$ cat src/rtl/game_pkg.sv
// Shared constants, FSM state type and heading helpers for the trig velocity scheduler.
package game_pkg;

  localparam int unsigned DIR_MAX = 360;
  localparam int unsigned DIR_W   = 9;
  localparam int unsigned TRIG_W  = 11;
  localparam int unsigned VEL_W   = 15;

  typedef enum logic [2:0] {
    IDLE,
    ISSUE_P,
    ISSUE_O,
    WAIT,
    CALC
  } sched_state_e;

  function automatic logic dir_bad(input logic [DIR_W-1:0] dir);
    return dir >= DIR_W'(DIR_MAX);
  endfunction

  // Out-of-range headings read table entry 0 instead of aliasing into unused ROM space.
  function automatic logic [DIR_W-1:0] dir_addr(input logic [DIR_W-1:0] dir);
    return dir_bad(dir) ? '0 : dir;
  endfunction

endpackage

$ cat src/rtl/vel_scale.sv
// Scales one cos/sin sample pair by SPEED into registered vx = SPEED*cos, vy = -(SPEED*sin).
module vel_scale
  import game_pkg::*;
#(
  parameter int unsigned SPEED = 6
) (
  input  logic                     clk,
  input  logic                     rst,
  input  logic                     en,
  input  logic signed [TRIG_W-1:0] cos_in,
  input  logic signed [TRIG_W-1:0] sin_in,
  output logic signed [VEL_W-1:0]  vx,
  output logic signed [VEL_W-1:0]  vy
);

  localparam logic signed [VEL_W-1:0] SpeedExt = $signed({{(VEL_W-4){1'b0}}, 4'(SPEED)});

  logic signed [VEL_W-1:0] cos_ext;
  logic signed [VEL_W-1:0] sin_ext;
  logic signed [VEL_W-1:0] cos_prod;
  logic signed [VEL_W-1:0] sin_prod;

  always_comb begin
    cos_ext  = $signed({{(VEL_W-TRIG_W){cos_in[TRIG_W-1]}}, cos_in});
    sin_ext  = $signed({{(VEL_W-TRIG_W){sin_in[TRIG_W-1]}}, sin_in});
    // |1023 * 15| < 2^14, so the 15-bit product never wraps.
    cos_prod = cos_ext * SpeedExt;
    sin_prod = sin_ext * SpeedExt;
  end

  always_ff @(posedge clk) begin
    if (rst) begin
      vx <= '0;
      vy <= '0;
    end else if (en) begin
      vx <= cos_prod;
      vy <= -sin_prod;
    end
  end

endmodule

$ cat src/rtl/trig_sched.sv
// Per-frame velocity scheduler: two pipelined reads of a shared cos/sin ROM, then scaling.
module trig_sched
  import game_pkg::*;
#(
  parameter int unsigned ROM_LAT = 2,
  parameter int unsigned SPEED   = 6
) (
  input  logic                     clk,
  input  logic                     rst,
  input  logic                     frame_tick,
  input  logic [DIR_W-1:0]         p_dir,
  input  logic [DIR_W-1:0]         o_dir,
  output logic [DIR_W-1:0]         rom_addr,
  input  logic signed [TRIG_W-1:0] rom_cos,
  input  logic signed [TRIG_W-1:0] rom_sin,
  output logic signed [VEL_W-1:0]  p_vx,
  output logic signed [VEL_W-1:0]  p_vy,
  output logic signed [VEL_W-1:0]  o_vx,
  output logic signed [VEL_W-1:0]  o_vy,
  output logic                     vel_valid,
  output logic                     busy,
  output logic                     dir_err,
  output logic [7:0]               overrun_cnt
);

  localparam int unsigned SrW = ROM_LAT + 1;

  sched_state_e            state_q;
  logic [DIR_W-1:0]        o_dir_q;
  // Bit k set means the player read was issued k+1 cycles ago; the opponent read trails by one.
  logic [SrW-1:0]          issue_sr_q;
  logic                    p_cap;
  logic                    o_cap;
  logic                    calc;
  logic signed [TRIG_W-1:0] p_cos_q;
  logic signed [TRIG_W-1:0] p_sin_q;
  logic signed [TRIG_W-1:0] o_cos_q;
  logic signed [TRIG_W-1:0] o_sin_q;

  assign p_cap = issue_sr_q[ROM_LAT-1];
  assign o_cap = issue_sr_q[ROM_LAT];
  assign calc  = (state_q == CALC);

  always_ff @(posedge clk) begin
    if (rst) begin
      state_q     <= IDLE;
      o_dir_q     <= '0;
      rom_addr    <= '0;
      issue_sr_q  <= '0;
      vel_valid   <= 1'b0;
      busy        <= 1'b0;
      dir_err     <= 1'b0;
      overrun_cnt <= '0;
    end else begin
      issue_sr_q <= SrW'({issue_sr_q, state_q == ISSUE_P});
      vel_valid  <= calc;
      if (vel_valid) busy <= 1'b0;

      unique case (state_q)
        IDLE: begin
          if (frame_tick) begin
            state_q  <= ISSUE_P;
            o_dir_q  <= o_dir;
            // Address registered here so it is already valid during ISSUE_P.
            rom_addr <= dir_addr(p_dir);
            busy     <= 1'b1;
            if (dir_bad(p_dir) || dir_bad(o_dir)) dir_err <= 1'b1;
          end
        end
        ISSUE_P: begin
          rom_addr <= dir_addr(o_dir_q);
          state_q  <= ISSUE_O;
        end
        ISSUE_O: state_q <= WAIT;
        WAIT:    if (o_cap) state_q <= CALC;
        CALC:    state_q <= IDLE;
        default: state_q <= IDLE;
      endcase

      if (frame_tick && (state_q != IDLE) && (overrun_cnt != 8'hFF)) begin
        overrun_cnt <= overrun_cnt + 8'd1;
      end
    end
  end

  always_ff @(posedge clk) begin
    if (rst) begin
      p_cos_q <= '0;
      p_sin_q <= '0;
      o_cos_q <= '0;
      o_sin_q <= '0;
    end else begin
      if (p_cap) begin
        p_cos_q <= rom_cos;
        p_sin_q <= rom_sin;
      end
      if (o_cap) begin
        o_cos_q <= rom_cos;
        o_sin_q <= rom_sin;
      end
    end
  end

  vel_scale #(
    .SPEED(SPEED)
  ) u_p_scale (
    .clk   (clk),
    .rst   (rst),
    .en    (calc),
    .cos_in(p_cos_q),
    .sin_in(p_sin_q),
    .vx    (p_vx),
    .vy    (p_vy)
  );

  vel_scale #(
    .SPEED(SPEED)
  ) u_o_scale (
    .clk   (clk),
    .rst   (rst),
    .en    (calc),
    .cos_in(o_cos_q),
    .sin_in(o_sin_q),
    .vx    (o_vx),
    .vy    (o_vy)
  );

endmodule

$ cat config.mk
export PLATFORM = sky130hd
export DESIGN_NAME = trig_sched
export DESIGN_NICKNAME = d
export VERILOG_FILES = /design/src/rtl/game_pkg.sv /design/src/rtl/vel_scale.sv /design/src/rtl/trig_sched.sv
export SDC_FILE = /design/constraint.sdc
export NUM_CORES = 1
export LEC_CHECK = 0
export BUFFER_PORTS_ARGS = -buffer_cell sky130_fd_sc_hd__buf_4
export CAP_MARGIN = 20
export CORE_MARGIN = 8
export CORE_UTILIZATION = 52
export DETAILED_ROUTE_END_ITERATION = 7
export PLACE_DENSITY = 0.77
export SLEW_MARGIN = 20
export SYNTH_ARGS = -nofsm -noshare
export SYNTH_HDL_FRONTEND = slang
export SYNTH_SLANG_ARGS = --single-unit
$ cat constraint.sdc
create_clock -name clk -period 2.7 [get_ports clk]
set_clock_uncertainty 0.05 [all_clocks]
set_input_delay 0.54 -clock clk [delete_from_list [all_inputs] [get_ports clk]]
set_output_delay 0.54 -clock clk [all_outputs]
set_load 0.03 [all_outputs]
; ---- Word level (Yosys, flattened, before mapping)
; Cells that the tools add are included.
; W data, S select, Z words.
[word_totals]
regBits = 137
in_bits = 43
out_inout_bits = 80
word_cells = 53
[op_classes]
n_addsub = 3
mul = 4
magnitude_cmp = 3
n_eq_ne = 7
n_mux = 10
n_reduce_logical = 10
[op_table]
columns = operator, n
row1 = $mul A11 B3 Y14 const B, 4
row2 = $neg A15 Y15, 2
row3 = $ge A9 B9 Y1 const B, 3
row4 = $mux W9, 3
row5 = $pmux W9 S2, 1
row6 = $pmux W3 S4, 1
row7 = $add A8 B1 Y8 const B, 1
row8 = $ne A8 B8 Y1 const B, 1
row9 = $eq A3 B2 Y1 const B, 2
row10 = $mux W3, 2
row11 = $reduce_and A2 Y1, 3
row12 = $ne A2 B2 Y1 const B, 2
row13 = $eq A3 B1 Y1 const B, 1
row14 = $eq A3 B3 Y1 const B, 1
row15 = $logic_not A3 Y1, 1
row16 = $mux W1, 3
row17 = $reduce_and A3 Y1, 1
row18 = $reduce_bool A3 Y1, 1
row19 = $logic_and A1 B1 Y1, 2
row20 = $reduce_bool A2 Y1, 1
row21 = $logic_or A1 B1 Y1, 1

; ---- Depth between registers and ports, before layout
[logic_depth]
word_depth = 4
mapped_depth = 11
mapped_depth_nobuf = 11

; ---- By module
; A second synthesis with hierarchy kept.
[unflattened]
hier_cells = 878
area_unflattened_um2 = 8059.0
[modules_own_cells]
columns = module, instances, cells_per_inst, area_each_um2, seq_area_each_um2
row1 = trig_sched, 1, 302, 3031.7, 1581.5
row2 = vel_scale (u_p_scale), 1, 288, 2517.4, 560.5
row3 = vel_scale (u_o_scale), 1, 288, 2509.9, 560.5

; ---- Worst setup path after synthesis
; OpenSTA, ideal clock, no wires.
[synth_timing]
kind = register -> register
startpoint = register o_sin_q[1]
endpoint = register u_o_scale.vy[12]
setup_time_ns = 0.062
t_arrival_ns = 2.662
required_ns = 2.588
slack_ns = -0.074
stages_incl_launch_ff = 12
path_buffers = 0
period_less_slack_ns = 2.774
cell_sequence = dfxtp_1 -> ha_1 -> ha_1 -> inv_1 -> fa_1 -> nand2b_1 -> a21oi_1 -> o311ai_1 -> a222oi_1 -> nand2_1 -> or4_1 -> nand3_1
[synth_between]
elab_chain_cells = 2
[synth_lines]
columns = item, line_no
row1 = "start, declared", trig_sched.sv:38  ; logic signed [TRIG_W-1:0] o_sin_q;
row2 = "start signal, assigned", trig_sched.sv:99  ; o_sin_q <= rom_sin;
row3 = $mul A11 B3 Y14, vel_scale.sv:28  ; sin_prod = sin_ext * SpeedExt;
row4 = $neg A15 Y15, vel_scale.sv:37  ; vy <= -sin_prod;
row5 = "end signal, assigned", vel_scale.sv:37
row6 = "end, declared", vel_scale.sv:13  ; output logic signed [VEL_W-1:0] vy
; No other way between the ends.
; A chain may end at the register's enable or synchronous reset.

; ---- Final worst setup path
[layout_timing]
startpoint = register p_sin_q[2]
endpoint = register u_p_scale.vy[13]
[layout_between]
elab_chain_cells = 2
[layout_lines]
columns = item, line_no
row1 = "start, declared", trig_sched.sv:36  ; logic signed [TRIG_W-1:0] p_sin_q;
row2 = "start signal, assigned", trig_sched.sv:95  ; p_sin_q <= rom_sin;
row3 = $mul A11 B3 Y14, vel_scale.sv:28
row4 = $neg A15 Y15, vel_scale.sv:37
row5 = "end signal, assigned", vel_scale.sv:37
row6 = "end, declared", vel_scale.sv:13
; No other way between the ends.

==> results.json <==
{
  "ys_warn_count": 0,
  "critPathMaxStageDelay_ps": 370,
  "drt-total-wl_um": 20100,
  "grt_max_degree": 66,
  "synthDistinctLibCells": 61,
  "power_density_nw_per_um2": 508,
  "worst_pin_slew_ps": 799,
  "slowest_stage": "fa_2",
  "die_w_um": 136,
  "r2r_start": "p_sin_q[2]",
  "hp-class": "in -> reg",
  "path_cells": "ha_4 > ha_4 > inv_2 > fa_2 > nor2b_4 > o31a_1 > o21a_1 > o211ai_1 > buf_4 > nor4_4 > xnor2_1 > a211oi_1",
  "grt_usage_pct": 20.9,
  "max-vdd-ir-drop_mv": 0.403,
  "clk_pin_slew_worst_paths_ps": 60,
  "cp-startpoint": "p_sin_q[2]",
  "violations": "setup timing",
  "yosysTopAreaCellShare_pct": 36.1,
  "gp_congestion": 0.854,
  "post-route-min-period_ps": 2850,
  "overflow": 0,
  "cts_buffer_depth": 2,
  "cts_tree": "built",
  "grt_pass1_vias": 6569,
  "maxCapViolCount": 0,
  "reg2reg_depth": 12,
  "design_area_um2": 10300,
  "syn-cell-area_um2": 7490,
  "holdWs_ps": 316,
  "mostFrequentLayoutCells": "buf_4, dfxtp_1, nor2_1, nand2_1, ha_1",
  "drt-vias-per-instance": 5.54,
  "portBuffers": 118,
  "grt_pass1_wl_um": 31400,
  "critPathLaunchType": "flip-flop",
  "reg2reg_slack_ps": -150,
  "fin_ws_ps": -148,
  "pin_count": 123,
  "place_area_um2": 9070,
  "rr_endpoint": "u_p_scale.vy[13]",
  "cts.sinks": 135,
  "required_ps": 2970,
  "drcViolationCount": 0,
  "core_area_um2": 14300,
  "finalCritPeriodShare_pct": 105,
  "async_flop_share_pct": 0,
  "synth_area_leaders": "dfxtp_1, ha_1, mux2i_1",
  "slew_viol_final": 0,
  "hpwl_um": 13900,
  "cp.depth": 12,
  "crit_top_cell": "ha_4",
  "critPathKind": "reg -> reg",
  "vias": 6927,
  "maxSlewHeadroom_pct": 46.7,
  "ant_nets": 0,
  "drive_above_1_share_pct": 30.6,
  "area_growth_pct": 37.9,
  "worstSkewPairLatency_ps": 410,
  "antenna_found_initial": 0,
  "finalHoldViolations": 0,
  "row_count": 44,
  "wl_per_cell_um": 16.1,
  "yosys_register_bits": 135,
  "h-tree-depth": 4,
  "rsz0062_at_grt": "yes",
  "synth.largest_area_cell": "dfxtp_1",
  "antennaDiodeCount": 0,
  "path_buf_inv": 2,
  "path_max_fanout": 4,
  "avgSynthCellArea_um2": 8.67,
  "ys.flop_type": "dfxtp_1",
  "numCtsBuffers": 17,
  "hold_buffers": 0,
  "ys_seq_area_share_pct": 36.1,
  "critPathTopFamily": "compound AO/OA/AOI/OAI gates",
  "drt_iter0_drc": 472,
  "final_nets": 1181,
  "initial_core_util_pct": 52.3,
  "netlist_instances": 864,
  "dieArea_um2": 18500,
  "finalSetupViolCount": 10,
  "power_leakage_nw": 4.59,
  "status": "complete, but fails checks",
  "dr.pass1.iters": 5,
  "synth-edff-count": 0,
  "critPathArrivalTime_ps": 3110,
  "chipHeight_um": 136,
  "final_common_cell": "buf_4",
  "cts_root_buffer": "clkbuf_16",
  "endpoint": "u_p_scale.vy[13]",
  "end_kind": "flip-flop",
  "max_freq_ghz": 0.351,
  "holdCritStartpoint": "p_dir[0]"
}
## state kept, by name, indices dropped and copies added, names as in the netlist, 3 cells and up
| name | count |
|---|---|
| u_o_scale.vy | 14 |
| o_cos_q | 11 |
| u_o_scale.vx | 14 |
| state_q | 3 |
| u_p_scale.vy | 14 |
| issue_sr_q | 3 |
| p_cos_q | 11 |
| o_dir_q | 9 |
| o_sin_q | 11 |
| rom_addr | 9 |
| p_sin_q | 11 |
| overrun_cnt | 8 |
| u_p_scale.vx | 14 |
## cell usage after synthesis, types with 2 or more instances
master and instances:
inv_1 21, o211ai_1 12, xnor2_1 28, nand3_1 20, buf_1 10, nor4_1 3, nand3b_1 7, o21bai_1 2
a21o_1 9, nand2_1 104, nor3_1 16, mux2i_1 45, o21a_1 7, a31o_2 2, or3_1 8, and2_1 4
clkbuf_1 26, buf_4 4, and3_1 3, o21ai_0 23, a211o_1 3, dfxtp_1 135, fa_1 4, nor4b_1 2
nand2b_1 11, a311oi_1 3, nor3b_1 4, nand4_1 3, a32o_1 3, nor2b_1 7, o2111ai_1 2, a222oi_1 8
a31oi_1 2, a21oi_1 66, a211oi_1 21, o211a_1 4, xor2_1 20, nor2_1 109, buf_2 3, ha_1 79
## what timing repair did
item,in CTS,in global routing
gates resized for setup,40,50
setup buffers,12,8
setup endpoints to repair,11,17
pin swaps,19,42
## layout make-up
class / instances / area, um^2
clock buffers: 20 / 467
clock inverters: 11 / 171
well taps: 184 / 230
fillers: 1073 / 3990
inverters: 21 / 78.8
repair buffers: 212 / 1610
multi-input cells: 668 / 5040
flip-flops and latches: 135 / 2720
## report_power, final
part	switching (mW)	total [mW]	internal, mW
Sequential	0.0398	2.07	2.03
Clock	0.890	2.51	1.62
Combinational	0.344	0.664	0.320
Total	1.27	5.25	3.97
## cell families (layout without fill, tap and decap cells)
kind of cell    count (synthesis)  after routing  share of synthesized area [%]
simple gates                  305            305                           18.2
compound gates                183            183                           16.3
flops                         135            135                           36.1
fa+ha+maj                      83             83                           14.3
buf+inv                        64            264                           3.46
xor+xnor                       48             48                           5.61
mux                            45             45                           6.02
other cells                     1              4                         0.0501
## worst min-delay path, cell delays in order
cell      delay (ps)
buf_4             80
a222oi_1          50
nor2_1            70
## routing by layer
layer / up-vias / track usage, % / part of all wire (%)
met5: - / 0 / 0
met4: 0 / 6.22 / 2.0
met3: 29 / 4.92 / 4.2
met2: 152 / 37.0 / 52
met1: 3296 / 24.5 / 42
li1: 3450 / - / -
## metrics by stage
stage / utilization (%) / cells / power, mW / worst slack, ps / setup TNS (ps)
after floorplan: - / 867 / 2.46 / -13.5 / -13.5
after global placement: 63.4 / 1201 / 2.67 / -162 / -434
after detailed placement: 63.4 / 1201 / 2.68 / -267 / -1120
after CTS: 70.0 / 1244 / 5.22 / -146 / -251
after global routing: 72.2 / 1251 / 5.43 / -274 / -2000
final: 72.2 / 1251 / 5.25 / -148 / -683
## worst min-delay path by stage
| stage | end | slack [ps] | cells past startpoint |
|---|---|---|---|
| 4_1_cts | o_dir_q[2] | 310 | 3 |
| 3_3_place_gp | issue_sr_q[1] | 370 | 1 |
| 6_report | rom_addr[0] | 320 | 3 |
| 3_5_place_dp | issue_sr_q[1] | 380 | 1 |
| 5_1_grt | o_dir_q[2] | 310 | 3 |
| 2_1_floorplan | issue_sr_q[1] | 360 | 1 |
No activity file was read; power rests on OpenSTA's default activity.
